===== src/rtl/btn_input_port_pkg.sv =====
`default_nettype none
// ---------------------------------------------------------------------------
// btn_input_port_pkg -- register addresses and 25 MHz debounce default
// Rev 1.0
// ---------------------------------------------------------------------------
package btn_input_port_pkg;

  localparam logic [1:0] BTN_ADDR_STATE   = 2'd0;
  localparam logic [1:0] BTN_ADDR_PRESS   = 2'd1;
  localparam logic [1:0] BTN_ADDR_RELEASE = 2'd2;
  localparam logic [1:0] BTN_ADDR_IRQMASK = 2'd3;

  // 10 ms of stable level at 25 MHz
  localparam int BTN_DEBOUNCE_25MHZ = 250000;

endpackage
`default_nettype wire


===== src/rtl/btn_debounce.sv =====
`default_nettype none
// ---------------------------------------------------------------------------
// btn_debounce -- one button: 2-flop synchronizer, debounce counter, edge pulses
// Rev 1.0
// ---------------------------------------------------------------------------
module btn_debounce #(
  parameter int DEBOUNCE_CYCLES = 250000,
  parameter bit ACTIVE_LOW      = 1'b0
) (
  input  logic clk_25mhz,
  input  logic reset_n,
  input  logic pin,
  output logic state,
  output logic rise,
  output logic fall
);

  localparam int CW = $clog2(DEBOUNCE_CYCLES);
  localparam logic [CW-1:0] CNT_LAST = CW'(DEBOUNCE_CYCLES - 1);

  logic          meta;
  logic          sync_raw;
  logic          sync;
  logic [CW-1:0] count;
  logic          differ;
  logic          expire;

  assign sync   = sync_raw ^ ACTIVE_LOW;
  assign differ = (sync != state);
  assign expire = differ && (count == CNT_LAST);
  assign rise   = expire && sync;
  assign fall   = expire && !sync;

  // Synchronizer flops reset to the pin's idle level so no event fires after reset
  always_ff @(posedge clk_25mhz) begin
    if (!reset_n) begin
      meta     <= ACTIVE_LOW;
      sync_raw <= ACTIVE_LOW;
      count    <= '0;
      state    <= 1'b0;
    end else begin
      meta     <= pin;
      sync_raw <= meta;
      if (!differ || expire) begin
        count <= '0;
      end else begin
        count <= count + 1'b1;
      end
      if (expire) begin
        state <= sync;
      end
    end
  end

endmodule
`default_nettype wire


===== src/rtl/btn_input_port.sv =====
`default_nettype none
// ---------------------------------------------------------------------------
// btn_input_port -- polled button peripheral with sticky press/release flags;
// define BTN_IRQ_EN to add the IRQ_MASK register and the irq output.  Rev 1.0
// ---------------------------------------------------------------------------
module btn_input_port
  import btn_input_port_pkg::*;
#(
  parameter int                 NUM_BTN         = 7,
  parameter int                 DEBOUNCE_CYCLES = BTN_DEBOUNCE_25MHZ,
  parameter logic [NUM_BTN-1:0] ACTIVE_LOW_MASK = NUM_BTN'(7'b0000001)
) (
  input  logic               clk_25mhz,
  input  logic               reset_n,
  input  logic [NUM_BTN-1:0] btn,
  input  logic [1:0]         address,
  input  logic               read_en,
  input  logic               write_en,
  input  logic [31:0]        write_data,
  output logic [31:0]        read_data,
  output logic               ready
`ifdef BTN_IRQ_EN
  ,
  output logic               irq
`endif
);

  logic [NUM_BTN-1:0] state;
  logic [NUM_BTN-1:0] rise;
  logic [NUM_BTN-1:0] fall;
  logic [NUM_BTN-1:0] press_evt;
  logic [NUM_BTN-1:0] release_evt;
  logic [NUM_BTN-1:0] clr_press;
  logic [NUM_BTN-1:0] clr_release;
  logic [NUM_BTN-1:0] reg_val;
  logic               unused_bits;

  assign unused_bits = ^write_data[31:NUM_BTN];

  generate
    for (genvar i = 0; i < NUM_BTN; i++) begin : g_btn
      btn_debounce #(
        .DEBOUNCE_CYCLES (DEBOUNCE_CYCLES),
        .ACTIVE_LOW      (ACTIVE_LOW_MASK[i])
      ) u_debounce (
        .clk_25mhz (clk_25mhz),
        .reset_n   (reset_n),
        .pin       (btn[i]),
        .state     (state[i]),
        .rise      (rise[i]),
        .fall      (fall[i])
      );
    end
  endgenerate

  assign clr_press   = (write_en && address == BTN_ADDR_PRESS)   ? write_data[NUM_BTN-1:0] : '0;
  assign clr_release = (write_en && address == BTN_ADDR_RELEASE) ? write_data[NUM_BTN-1:0] : '0;

`ifdef BTN_IRQ_EN
  logic [NUM_BTN-1:0] irq_mask;

  always_ff @(posedge clk_25mhz) begin
    if (!reset_n) begin
      irq_mask <= '0;
      irq      <= 1'b0;
    end else begin
      if (write_en && address == BTN_ADDR_IRQMASK) begin
        irq_mask <= write_data[NUM_BTN-1:0];
      end
      irq <= |((press_evt | release_evt) & irq_mask);
    end
  end
`endif

  always_comb begin
    reg_val = '0;
    case (address)
      BTN_ADDR_STATE:   reg_val = state;
      BTN_ADDR_PRESS:   reg_val = press_evt;
      BTN_ADDR_RELEASE: reg_val = release_evt;
`ifdef BTN_IRQ_EN
      BTN_ADDR_IRQMASK: reg_val = irq_mask;
`else
      BTN_ADDR_IRQMASK: reg_val = '0;
`endif
    endcase
  end

  // New edges are OR'd in after the clear so a same-cycle event survives W1C
  always_ff @(posedge clk_25mhz) begin
    if (!reset_n) begin
      press_evt   <= '0;
      release_evt <= '0;
      read_data   <= '0;
      ready       <= 1'b0;
    end else begin
      press_evt   <= (press_evt & ~clr_press) | rise;
      release_evt <= (release_evt & ~clr_release) | fall;
      ready       <= read_en | write_en;
      if (read_en) begin
        read_data <= {{(32-NUM_BTN){1'b0}}, reg_val};
      end
    end
  end

endmodule
`default_nettype wire


===== config.mk =====
export PLATFORM = sky130hd
export DESIGN_NAME = btn_input_port
export DESIGN_NICKNAME = d
export VERILOG_FILES = /design/src/rtl/btn_input_port_pkg.sv /design/src/rtl/btn_debounce.sv /design/src/rtl/btn_input_port.sv
export SDC_FILE = /design/constraint.sdc
export NUM_CORES = 1
export LEC_CHECK = 0
export CAP_MARGIN = 20
export CORE_MARGIN = 1
export CORE_UTILIZATION = 57
export DETAILED_ROUTE_END_ITERATION = 8
export HOLD_SLACK_MARGIN = 0.06
export PLACE_DENSITY = 0.81
export REMOVE_ABC_BUFFERS = 1
export SYNTH_ARGS = -nofsm -noshare
export SYNTH_HDL_FRONTEND = slang
export SYNTH_SLANG_ARGS = --single-unit

===== constraint.sdc =====
create_clock -name clk_25mhz -period 2.5 [get_ports clk_25mhz]
set_clock_uncertainty 0.2 [all_clocks]
set_input_delay 0.5 -clock clk_25mhz [delete_from_list [all_inputs] [get_ports clk_25mhz]]
set_output_delay 0.5 -clock clk_25mhz [all_outputs]
set_load 0.02 [all_outputs]

# --- After elaboration in Yosys (flattened, before gate mapping) ---
# Index checks and enable logic that the tools add are counted.
totals:
  elab_cells: 119
  output_inout_bits: 33
  reg_bits: 169
  in_bits: 45
classes:
  reduce_logical: 51
  eq_ne: 17
  addsub: 7
  muxes: 3
  n_bitwise: 9
ops:
  columns: ["operator", "n"]
  rows:
  - ["$add A18 B1 Y18 const B", 7]
  - ["$eq A18 B18 Y1 const B", 7]
  - ["$pmux W7 S4", 1]
  - ["$logic_and A1 B1 Y1", 23]
  - ["$and A7 B7 Y7", 2]
  - ["$mux W7", 2]
  - ["$not A7 Y7", 2]
  - ["$or A7 B7 Y7", 2]
  - ["$reduce_or A2 Y1", 7]
  - ["$logic_not A1 Y1", 13]
  - ["$logic_or A1 B1 Y1", 7]
  - ["$ne A1 B1 Y1", 7]
  - ["$eq A2 B2 Y1 const B", 2]
  - ["$eq A2 B1 Y1 const B", 1]
  - ["$logic_not A2 Y1", 1]
  - ["$not A1 Y1", 2]
  - ["$or A1 B1 Y1", 1]

# --- Logic depth before layout (Yosys ltp) ---
# Gate-level depths: netlist of the first run.
logic_depth:
  depth_word: 6
  ltp_mapped: 6
  ltp_nobuf: 5

# --- By module ---
# From an unflattened synthesis of the first run, not the netlist that was laid out.
hier_totals:
  cells_unflattened: 882
  hier_area_um2: 8259.2
modules_own_cells:
  columns: ["mod", "cells_per_inst", "seq_area_each_um2", "instances", "area_each_um2"]
  rows:
  - ["btn_debounce (g_btn[1].u_debounce ...)", 106, 420.4, 6, 1017.2]
  - ["btn_input_port", 137, 440.4, 1, 1197.4]
  - ["btn_debounce (g_btn[0].u_debounce)", 109, 420.4, 1, 958.4]

# --- Worst setup path before layout of the first run ---
# Ideal clock, no wire load.
synth_timing:
  kind: "register -> register"
  start: "register g_btn[2].u_debounce.count[0]"
  end: "register g_btn[2].u_debounce.count[10]"
  t_arrival_ns: 1.717
  setup_slack_ns: 0.468
  stages_incl_launch_ff: 7
  n_path_buf: 1
  required_time_ns: 2.185
  setup_time_ns: 0.115
  period_less_slack_ns: 2.032
  cell_sequence: "dfxtp_1 -> ha_1 -> nand3_2 -> or4_4 -> o21ai_4 -> buf_6 -> nor2_1"
synth_between:
  elab_chain_cells: 4
  word_cells_on_any_way: 5
  cone_classes: "add/sub (1); eq/ne (1); reduce/logical (3)"
synth_lines:
  columns: ["item", "line_no", "text"]
  rows:
  - ["start, declared", "btn_debounce.sv:24", "logic [CW-1:0] count;"]
  - ["start signal, assigned", "btn_debounce.sv:47", "count <= count + 1'b1;"]
  - ["parallel branches: the longest is 4 deep, another holds $add A18 B1 Y18", null, null]
# Several ways; the timed one is not identified.
# A chain may end at the register's enable or synchronous reset.

# --- Worst setup path in the final report of the first run ---
layout_timing:
  start: "register g_btn[5].u_debounce.count[0]"
  end: "register g_btn[5].u_debounce.count[2]"
layout_between:
  elab_chain_cells: 4
  word_cells_on_any_way: 5
  cone_classes: "add/sub (1); eq/ne (1); reduce/logical (3)"
layout_lines:
  columns: ["item", "line_no"]
  rows:
  - ["start, declared", "btn_debounce.sv:24"]
  - ["start signal, assigned", "btn_debounce.sv:47"]
  - ["parallel branches: the longest is 4 deep, another holds $add A18 B1 Y18", null]
# Several ways; the timed one is not identified.

==> results of run 1 <==
-- routing by layer --
| layer | GRT usage | up-vias | share of wire |
|---|---|---|---|
| met5 | 0 | - | 0 |
| met3 | 0.0538 | 15 | 0.036 |
| met1 | 0.266 | 2834 | 0.46 |
| met4 | 0.0657 | 0 | 0.012 |
| met2 | 0.368 | 108 | 0.50 |
| li1 | - | 3060 | - |
-- flip-flops by register name, indices dropped and copies added, names as in the netlist --
name,cells
g_btn.u_debounce.sync_raw,1
g_btn.u_debounce.state,7
release_evt,7
g_btn.u_debounce.sync,6
g_btn.u_debounce.meta,7
press_evt,7
read_data,7
g_btn.u_debounce.count,126
ready,1
-- where the power goes --
group | internal [µW] | leakage, µW | switching, µW
clock network | 1670 | 0.000292 | 1000
registers | 2710 | 0.00137 | 12.2
logic | 70.2 | 0.00101 | 114
total | 4450 | 0.00267 | 1130
-- cell families after synthesis --
logic type / after synthesis / share of synthesized area
XOR/XNOR: 102 / 0.117
multiplexers: 13 / 0.0171
AO/OA/AOI/OAI: 68 / 0.0611
adder cells (fa/ha/maj): 7 / 0.0115
flip-flops: 169 / 0.444
other: 1 / 0.000492
AND/OR/NAND/NOR: 443 / 0.298
buffers and inverters: 71 / 0.0502
-- critical path: cells and delay by family (launching register included) --
kind | cells | cell delay [ps]
DFF | 1 | 370
AOI/OAI and AO/OA | 1 | 800
adders and majority gates | 1 | 210
and+or+nand+nor | 3 | 520
-- cell usage after synthesis (8+ instances only) --
master / number
nor2b_1: 9
nor2_1: 153
o21ai_0: 14
buf_4: 27
xnor2_1: 87
xor2_1: 15
inv_1: 22
nand2_1: 58
clkbuf_1: 13
nor4b_1: 8
nor3_1: 26
o21ai_1: 8
nor4_1: 35
nand4_1: 32
a21oi_1: 16
nand3_1: 56
and3_1: 9
mux2i_1: 13
dfxtp_1: 169
and2_1: 14
-- area by class of cell --
class                      instances  area, µm²
fill                            1059       4180
multi-input combinational        658       3940
sequential                       169       3380
clock buffer                      24        492
timing repair buffer              47        415
tap                              172        215
clock inverter                     7        115
inverter                          22       82.6
-- cells in the final DEF, fill, tap and decap left out, drive strengths merged, types with 6 or more instances in the layout --
master,count
o21ai,25
nand3,60
xor2,15
clkdlybuf4s50,26
nor2b,9
nor4,38
nor2,153
xnor2,87
mux2i,13
buf,21
a211oi,7
or2,6
clkbuf,24
dfxtp,169
or4,7
nand2,58
nor4b,8
nor3,26
ha,7
conb,25
and2,14
a21oi,17
inv,22
and3,9
nand4,34
-- stage by stage --
step | hold slack, ps | cell area, µm² | instances | setup slack [ps]
2_1_floorplan | 186 | 7410 | 849 | 420
3_3_place_gp | 189 | 8030 | 1067 | 234
3_5_place_dp | 197 | 8030 | 1067 | 170
4_1_cts | 213 | 8640 | 1098 | 90.3
5_1_grt | 239 | 8650 | 1099 | 30.1
6_report | 209 | 8650 | 1099 | 235
-- final timing paths --
path	from	endpoint	slack (ps)	depth (start not counted)
hold / removal	g_btn[0].u_debounce.meta$_SDFF_PN1_	g_btn[0].u_debounce.sync_raw$_SDFF_PN1_	210	1
hold reg to reg	g_btn[0].u_debounce.meta$_SDFF_PN1_	g_btn[0].u_debounce.sync_raw$_SDFF_PN1_	210	1
setup / recovery	g_btn[5].u_debounce.count[0]$_SDFF_PP0_	g_btn[5].u_debounce.count[2]$_SDFF_PP0_	230	5
setup reg to reg	g_btn[5].u_debounce.count[0]$_SDFF_PP0_	g_btn[5].u_debounce.count[2]$_SDFF_PP0_	230	5
==> impl_metrics.env, run 1 <==
export IMPL_hpwl_mm=9.87
export IMPL_post_route_period_util=0.906
export IMPL_worstSetupPathType="flip-flop to flip-flop"
export IMPL_cp_cell_sequence="ha_1 > and3_1 > nand4_1 > o21ai_1 > nor2_1"
export IMPL_routed_wl_mm=14.5
export IMPL_synth_distinct_cells=59
export IMPL_post_cts_resize_count=0
export IMPL_yosys_most_used_dff="dfxtp_1"
export IMPL_crit_path_max_fanout=15
export IMPL_finalPower_uw=5580
export IMPL_drv_cap=0
export IMPL_vdd_drop_max_v=0.000483
export IMPL_vias=6017
export IMPL_grt_max_degree=23
export IMPL_synth_edff_count=0
export IMPL_synth_cell_area_um2=7620
export IMPL_setup_tns_ps=0
export IMPL_leakage_uw=0.00267
export IMPL_final_nets=967
export IMPL_initial_core_util=0.594
export IMPL_pwr_density_cell_nw_per_um2=646
export IMPL_antenna_diode_count=0
export IMPL_io_pins=78
export IMPL_die_width_um=118
export IMPL_crit_path_start_kind="flip-flop"
export IMPL_yosys_warnings=0
export IMPL_wl_per_cell_um=13.2
export IMPL_worst_pin_slew_ps=976
export IMPL_synthCells=874
export IMPL_synth_seq_cells=169
export IMPL_cts_buffer_depth=2
export IMPL_drt_pass1_iter_count=5
export IMPL_synthToLayoutAreaGrowth_pct=13.5
export IMPL_setup_viol=0
export IMPL_slowest_delay_ps=800
export IMPL_antenna_found_initial=0
export IMPL_min_path_type="flip-flop to flip-flop"
export IMPL_end_kind="flip-flop"
export IMPL_io_buffer_count=27
export IMPL_globalRouteOverflowTotal=0
export IMPL_drive_above_1_share=0.0809
export IMPL_cp_arrival_ps=2320
export IMPL_max_clock_freq_mhz=441
export IMPL_grt_first_pass_wirelength_mm=24.7
export IMPL_gp_congestion=0.813
export IMPL_rows=41
export IMPL_htree_num_levels=4
export IMPL_yosysTopAreaCell="dfxtp_1"
export IMPL_status="complete, no violations"
export IMPL_grtUsageTotal=0.216
export IMPL_synth_area_leaders="dfxtp_1 (44%), xnor2_1 (10%), nor2_1 (7.5%)"
export IMPL_netlist_area_leader_share=0.444
export IMPL_relSlewSlack=0.345
export IMPL_rsz0062_at_grt="false"
export IMPL_drv_slew=0
export IMPL_ys_async_sr_fraction=0
export IMPL_drc=0
export IMPL_worst_path_max_delay_cell="o21ai_1"
export IMPL_clkTransAtPathRegs_ps=60
export IMPL_cts_hold_buffers_added=0
export IMPL_cts_setup_buffers=0
export IMPL_die_area_um2=13800
export IMPL_core_area_um2=12800
export IMPL_clk_latency_ps=420
export IMPL_critPathRequiredTime_ps=2560
export IMPL_drt_vias_per_instance=5.47
export IMPL_synth_area_per_cell_um2=8.72
export IMPL_seq_area_frac_synth=0.444
export IMPL_antenna_left=0
export IMPL_period_needed_ps=2270
export IMPL_grt_pass1_vias=5581
export IMPL_clock_sinks=169
export IMPL_cts_tree="done"
export IMPL_final_core_util=0.674
export IMPL_fp_dieH_um=118
export IMPL_drt_iter0_drc=318
export IMPL_cts_root_buf="clkbuf_16"
export IMPL_finalHoldViolations=0
export IMPL_cts_made_buffers=17
Note: power is estimated with default switching activity, not from simulation.
==> run 2, diff against run 1 <==
- ABC_CLOCK_PERIOD_IN_PS: unset -> 2500
- CTS_CLUSTER_DIAMETER: unset -> 50
==> results of run 2 <==
The final DEF is identical to that of run 1; final timing and power are the same.
==> run 3, diff against run 2 <==
==> constraint.sdc (replaced) <==
create_clock -name clk_25mhz -period 2.5 [get_ports clk_25mhz]
set_clock_uncertainty 0.2 [all_clocks]
set_input_delay 0.375 -clock clk_25mhz [delete_from_list [all_inputs] [get_ports clk_25mhz]]
set_output_delay 0.375 -clock clk_25mhz [all_outputs]
set_load 0.02 [all_outputs]
==> run 3 against run 2 <==
  * Non-clock buffer count decreased by 2
  * Maximum frequency increased by 0.12%
  * Via count shrank 0.80%
  * Count of clock-buffer cells in the layout fell by 1
  * Critical endpoint is now g_btn[5].u_debounce.count[9]$_SDFF_PP0_
==> impl_metrics.env, run 3 (synthesized netlist as in run 1, its figures left out) <==
export IMPL_status="complete, no violations"
export IMPL_die_area_um2=13800
export IMPL_seq_area_um2=3380
export IMPL_fp_dieH_um=118
export IMPL_dp_cells=1066
export IMPL_drive_above_1_share=0.0768
export IMPL_cts_buffer_depth=2
export IMPL_cp_arrival_ps=2320
export IMPL_htree_num_levels=4
export IMPL_drv_cap=0
export IMPL_r2r_end="g_btn[5].u_debounce.count[9]$_SDFF_PP0_"
export IMPL_period_needed_ps=2260
export IMPL_grt_pass1_vias=5499
export IMPL_final_core_util=0.666
export IMPL_grt_max_degree=22
export IMPL_multi_input_area_um2=3940
export IMPL_post_route_period_util=0.905
export IMPL_drt_pass1_iter_count=4
export IMPL_clock_sinks=169
export IMPL_relSlewSlack=0.321
export IMPL_cts_root_buf="clkbuf_16"
export IMPL_reg2reg_from="g_btn[5].u_debounce.count[0]$_SDFF_PP0_"
export IMPL_layout_commonest_cell="dfxtp_1"
export IMPL_core_area_um2=12800
export IMPL_io_pins=78
export IMPL_largest_reg_flops=126
export IMPL_wl_per_cell_um=13.1
export IMPL_gp_congestion=0.806
export IMPL_min_path_type="input port to flip-flop"
export IMPL_globalRouteOverflowTotal=0
export IMPL_antenna_left=0
export IMPL_cp_startpoint="g_btn[5].u_debounce.count[0]$_SDFF_PP0_"
export IMPL_post_cts_resize_count=0
export IMPL_crit_end="g_btn[5].u_debounce.count[9]$_SDFF_PP0_"
export IMPL_setup_tns_ps=0
export IMPL_finalPower_uw=5220
export IMPL_critPathRequiredTime_ps=2560
export IMPL_hpwl_mm=9.80
export IMPL_clkTransAtPathRegs_ps=60
export IMPL_pwr_density_cell_nw_per_um2=612
export IMPL_drc=0
export IMPL_synthToLayoutAreaGrowth_pct=12.1
export IMPL_drt_vias_per_instance=5.45
export IMPL_slowest_delay_ps=820
export IMPL_max_clock_freq_mhz=442
export IMPL_final_nets=965
export IMPL_end_kind="flip-flop"
export IMPL_final_cells=1096
export IMPL_top_register="g_btn.u_debounce.count"
export IMPL_clk_latency_ps=420
export IMPL_rows=41
export IMPL_worstSetupPathType="flip-flop to flip-flop"
export IMPL_cts_made_buffers=17
export IMPL_io_buffer_count=27
export IMPL_cts_hold_buffers_added=0
export IMPL_layout_common_cells="dfxtp_1 (169), nor2_1 (153), xnor2_1 (87)"
export IMPL_antenna_found_initial=0
export IMPL_cts_setup_buffers=0
export IMPL_cp_cell_sequence="ha_1 > and3_1 > nand4_1 > o21ai_1 > nor2_1"
export IMPL_r2r_slack_ps=240
export IMPL_rsz0062_at_grt="false"
export IMPL_grt_first_pass_wirelength_mm=24.3
export IMPL_routed_wl_mm=14.3
export IMPL_reg2reg_depth=5
export IMPL_crit_path_max_fanout=15
export IMPL_grtUsageTotal=0.213
export IMPL_fillers=1014
export IMPL_drt_iter0_drc=396
export IMPL_worst_pin_slew_ps=1010
export IMPL_leakage_uw=0.00261
export IMPL_worst_path_max_delay_cell="o21ai_1"
export IMPL_antenna_diode_count=0
export IMPL_setup_viol=0
export IMPL_worstHoldStart="reset_n"
export IMPL_vdd_drop_max_v=0.000463
export IMPL_cts_tree="done"
export IMPL_vias=5969
export IMPL_crit_path_start_kind="flip-flop"
export IMPL_initial_core_util=0.594
export IMPL_drv_slew=0
export IMPL_die_width_um=118
export IMPL_finalHoldViolations=0
[run 3: cell count changes in the layout (fill, tap and decap cells not counted)]
cell and delta:
clkbuf_8 -2, clkinvlp_4 +3, clkbuf_1 +1, buf_4 -2, bufinv_16 -3
[run 3: layer usage]
layer / wire, µm / vias to the layer above / global-route usage
li1: - / 3065 / -
met1: 6830 / 2780 / 0.258
met2: 6800 / 104 / 0.360
met3: 418 / 20 / 0.0514
met4: 272 / 0 / 0.0897
met5: 0 / - / 0
[run 3: final cells by class]
cell class,instances,area share
Multi-Input combinational cell,658,0.462
Sequential cell,169,0.396
Clock buffer,23,0.0548
Timing Repair Buffer,45,0.0469
Tap cell,172,0.0252
Inverter,22,0.00967
Clock inverter,7,0.00557
[run 3: worst min-delay path by stage]
| stage | end | depth (start not counted) |
|---|---|---|
| detailed placement | g_btn[0].u_debounce.sync_raw$_SDFF_PN1_ | 1 |
| global placement | g_btn[0].u_debounce.sync_raw$_SDFF_PN1_ | 1 |
| finish | g_btn[1].u_debounce.meta$_SDFF_PN0_ | 2 |
| global route | g_btn[1].u_debounce.meta$_SDFF_PN0_ | 2 |
| CTS | g_btn[1].u_debounce.meta$_SDFF_PN0_ | 2 |
| floorplan | g_btn[0].u_debounce.sync_raw$_SDFF_PN1_ | 1 |
[run 3: stage by stage]
step	setup WS (ps)	instance area, µm²	hold WS (ps)
finish	237	8540	145
CTS	186	8540	141
global route	46.0	8540	149
floorplan	420	7410	186
detailed placement	222	8030	220
global placement	284	8030	189
[run 3: power by group]
group	switching [µW]	internal (µW)
logic	116	68.3
clock network	1010	1310
registers	12.5	2710
total	1140	4090
[run 3: worst max-delay path: cells and delay by family (launching register included)]
family,cells,cell delay [ps]
flip-flops,1,380
AO/OA/AOI/OAI,1,820
adder cells (fa/ha/maj),1,210
AND/OR/NAND/NOR,3,500
==> edit (config.mk and constraints of run 1) <==
Change the parameter `NUM_BTN` from 7 to 6.
--- a/src/rtl/btn_input_port.sv
+++ b/src/rtl/btn_input_port.sv
@@ -6,7 +6,7 @@
 module btn_input_port
   import btn_input_port_pkg::*;
 #(
-  parameter int                 NUM_BTN         = 7,
+  parameter int                 NUM_BTN         = 6,
   parameter int                 DEBOUNCE_CYCLES = BTN_DEBOUNCE_25MHZ,
   parameter logic [NUM_BTN-1:0] ACTIVE_LOW_MASK = NUM_BTN'(7'b0000001)
 ) (
Interface: changed (resized btn); port bits go from 78 to 77. The function was not compared with the original's and may differ.
==> edit against run 1 <==
  * Sequential cell count fell by 24
  * Worst hold slack improved by 0.026 ns
  * Cell area fell by 13%
  * Synthesized cell count fell by 13%
  * Area after synthesis fell by 13%
  * Fmax rose by 2.7%
  * Total power fell by 8.9%
  * Sequential share of layout area fell by 0.62 points
  * Setup slack improved by 0.059 ns
  * Wire length fell by 7.3%
==> edit: results (changes against run 1) <==
INFO  metric worst_ir_drop_vdd = 0.631 mV (was 0.483 mV)
INFO  metric length_of_routed_met2_wiring = 6.70 mm (was 7.18 mm)
INFO  metric synth.area.top_cells = sky130_fd_sc_hd__dfxtp_1 (44%), sky130_fd_sc_hd__xnor2_1 (9.3%), sky130_fd_sc_hd__nor2_1 (6.8%) (was sky130_fd_sc_hd__dfxtp_1 (44%), sky130_fd_sc_hd__xnor2_1 (10%), sky130_fd_sc_hd__nor2_1 (7.5%))
INFO  metric relSlewSlack = 60.7% (was 34.5%)
INFO  metric arrival = 2.35 ns (was 2.32 ns)
INFO  metric dpl_worst_slack = 0.230 ns (was 0.170 ns)
INFO  metric power_leakage = 2.42 nW (was 2.67 nW)
INFO  metric switching_power = 1.07 mW (was 1.13 mW)
INFO  metric drt-vias-per-instance = 5.62 (was 5.47)
INFO  metric use_met2 = 42.7% (was 36.8%)
INFO  metric critPathMaxFanout = 6 (was 15)
INFO  metric routed_wl = 13.4 mm (was 14.5 mm)
INFO  metric post-dp-hpwl = 9.36 mm (was 9.87 mm)
INFO  metric grt_first_pass_wirelength = 22.8 mm (was 24.7 mm)
INFO  metric synth.yosys.seq_area_share = 44.0% (was 44.4%)
INFO  metric run_status = finished clean (unchanged)
INFO  metric place.detailed.instances = 918 (was 1067)
INFO  metric pwr-share-clk = 50.7% (was 47.9%)
INFO  metric globalRouteMet1Util = 27.4% (was 26.6%)
INFO  metric place_congestion = 0.834 (was 0.813)
INFO  metric synthMuxAreaShare = 1.67% (was 1.71%)
INFO  metric worstReg2RegStart = g_btn[4].u_debounce.count[0] (was g_btn[5].u_debounce.count[0])
INFO  metric synthesized_area_fraction_occupied_by_ao_oa_aoi_and_oai_cells = 6.45% (was 6.11%)
INFO  metric finish.net_count = 847 (was 967)
INFO  metric critPathMaxStageDelay = 0.62 ns (was 0.80 ns)
INFO  metric post_synth_num_cell_types = 49 (was 59)
INFO  metric groute.usage.overall = 24.1% (was 21.6%)
==> edit: cell types whose count changed after synthesis, moves of 5 or more <==
cell and change:
sky130_fd_sc_hd__a211oi_1 -7, sky130_fd_sc_hd__a21oi_1 -8, sky130_fd_sc_hd__dfxtp_1 -24, sky130_fd_sc_hd__nand2_1 +9
sky130_fd_sc_hd__nand3_1 -8, sky130_fd_sc_hd__nor2_1 -34, sky130_fd_sc_hd__nor3_1 -7, sky130_fd_sc_hd__o211a_1 +5
sky130_fd_sc_hd__o21ai_1 -6, sky130_fd_sc_hd__xnor2_1 -17
==> edit: worst max-delay path by stage <==
stage	slack, ns	end	cells past startpoint
detailed placement	0.23	read_data[5]	6
global route	0.15	g_btn[4].u_debounce.count[16]	5
finish	0.29	g_btn[4].u_debounce.count[16]	5
floorplan	0.39	g_btn[2].u_debounce.count[10]	4
global placement	0.34	read_data[5]	6
CTS	0.31	g_btn[4].u_debounce.count[16]	5
==> edit: logic make-up (layout without fill, tap and decap cells) <==
| logic type | Yosys count | in the layout |
|---|---|---|
| adder cells (fa/ha/maj) | 6 | 6 |
| flip-flops | 145 | 145 |
| AND/OR/NAND/NOR | 387 | 387 |
| XOR/XNOR | 86 | 86 |
| other | 1 | 26 |
| multiplexers | 11 | 11 |
| AO/OA/AOI/OAI | 58 | 58 |
| buffers and inverters | 69 | 91 |
==> edit: layout make-up <==
class                      count  area share, %
sequential                   145           38.5
clock buffer                  19           6.01
inverter                      19          0.946
timing repair buffer          40           4.71
tap                          140           2.32
clock inverter                13           2.11
multi-input combinational    574           45.4
==> edit: metrics by stage <==
stage	hold WS [ns]	util (%)	total power, mW
after floorplan	0.186	-	2.47
after global placement	0.195	62.5	2.55
after detailed placement	0.198	62.5	2.56
after CTS	0.236	68.0	5.12
after global routing	0.252	68.0	5.26
final	0.235	68.0	5.08
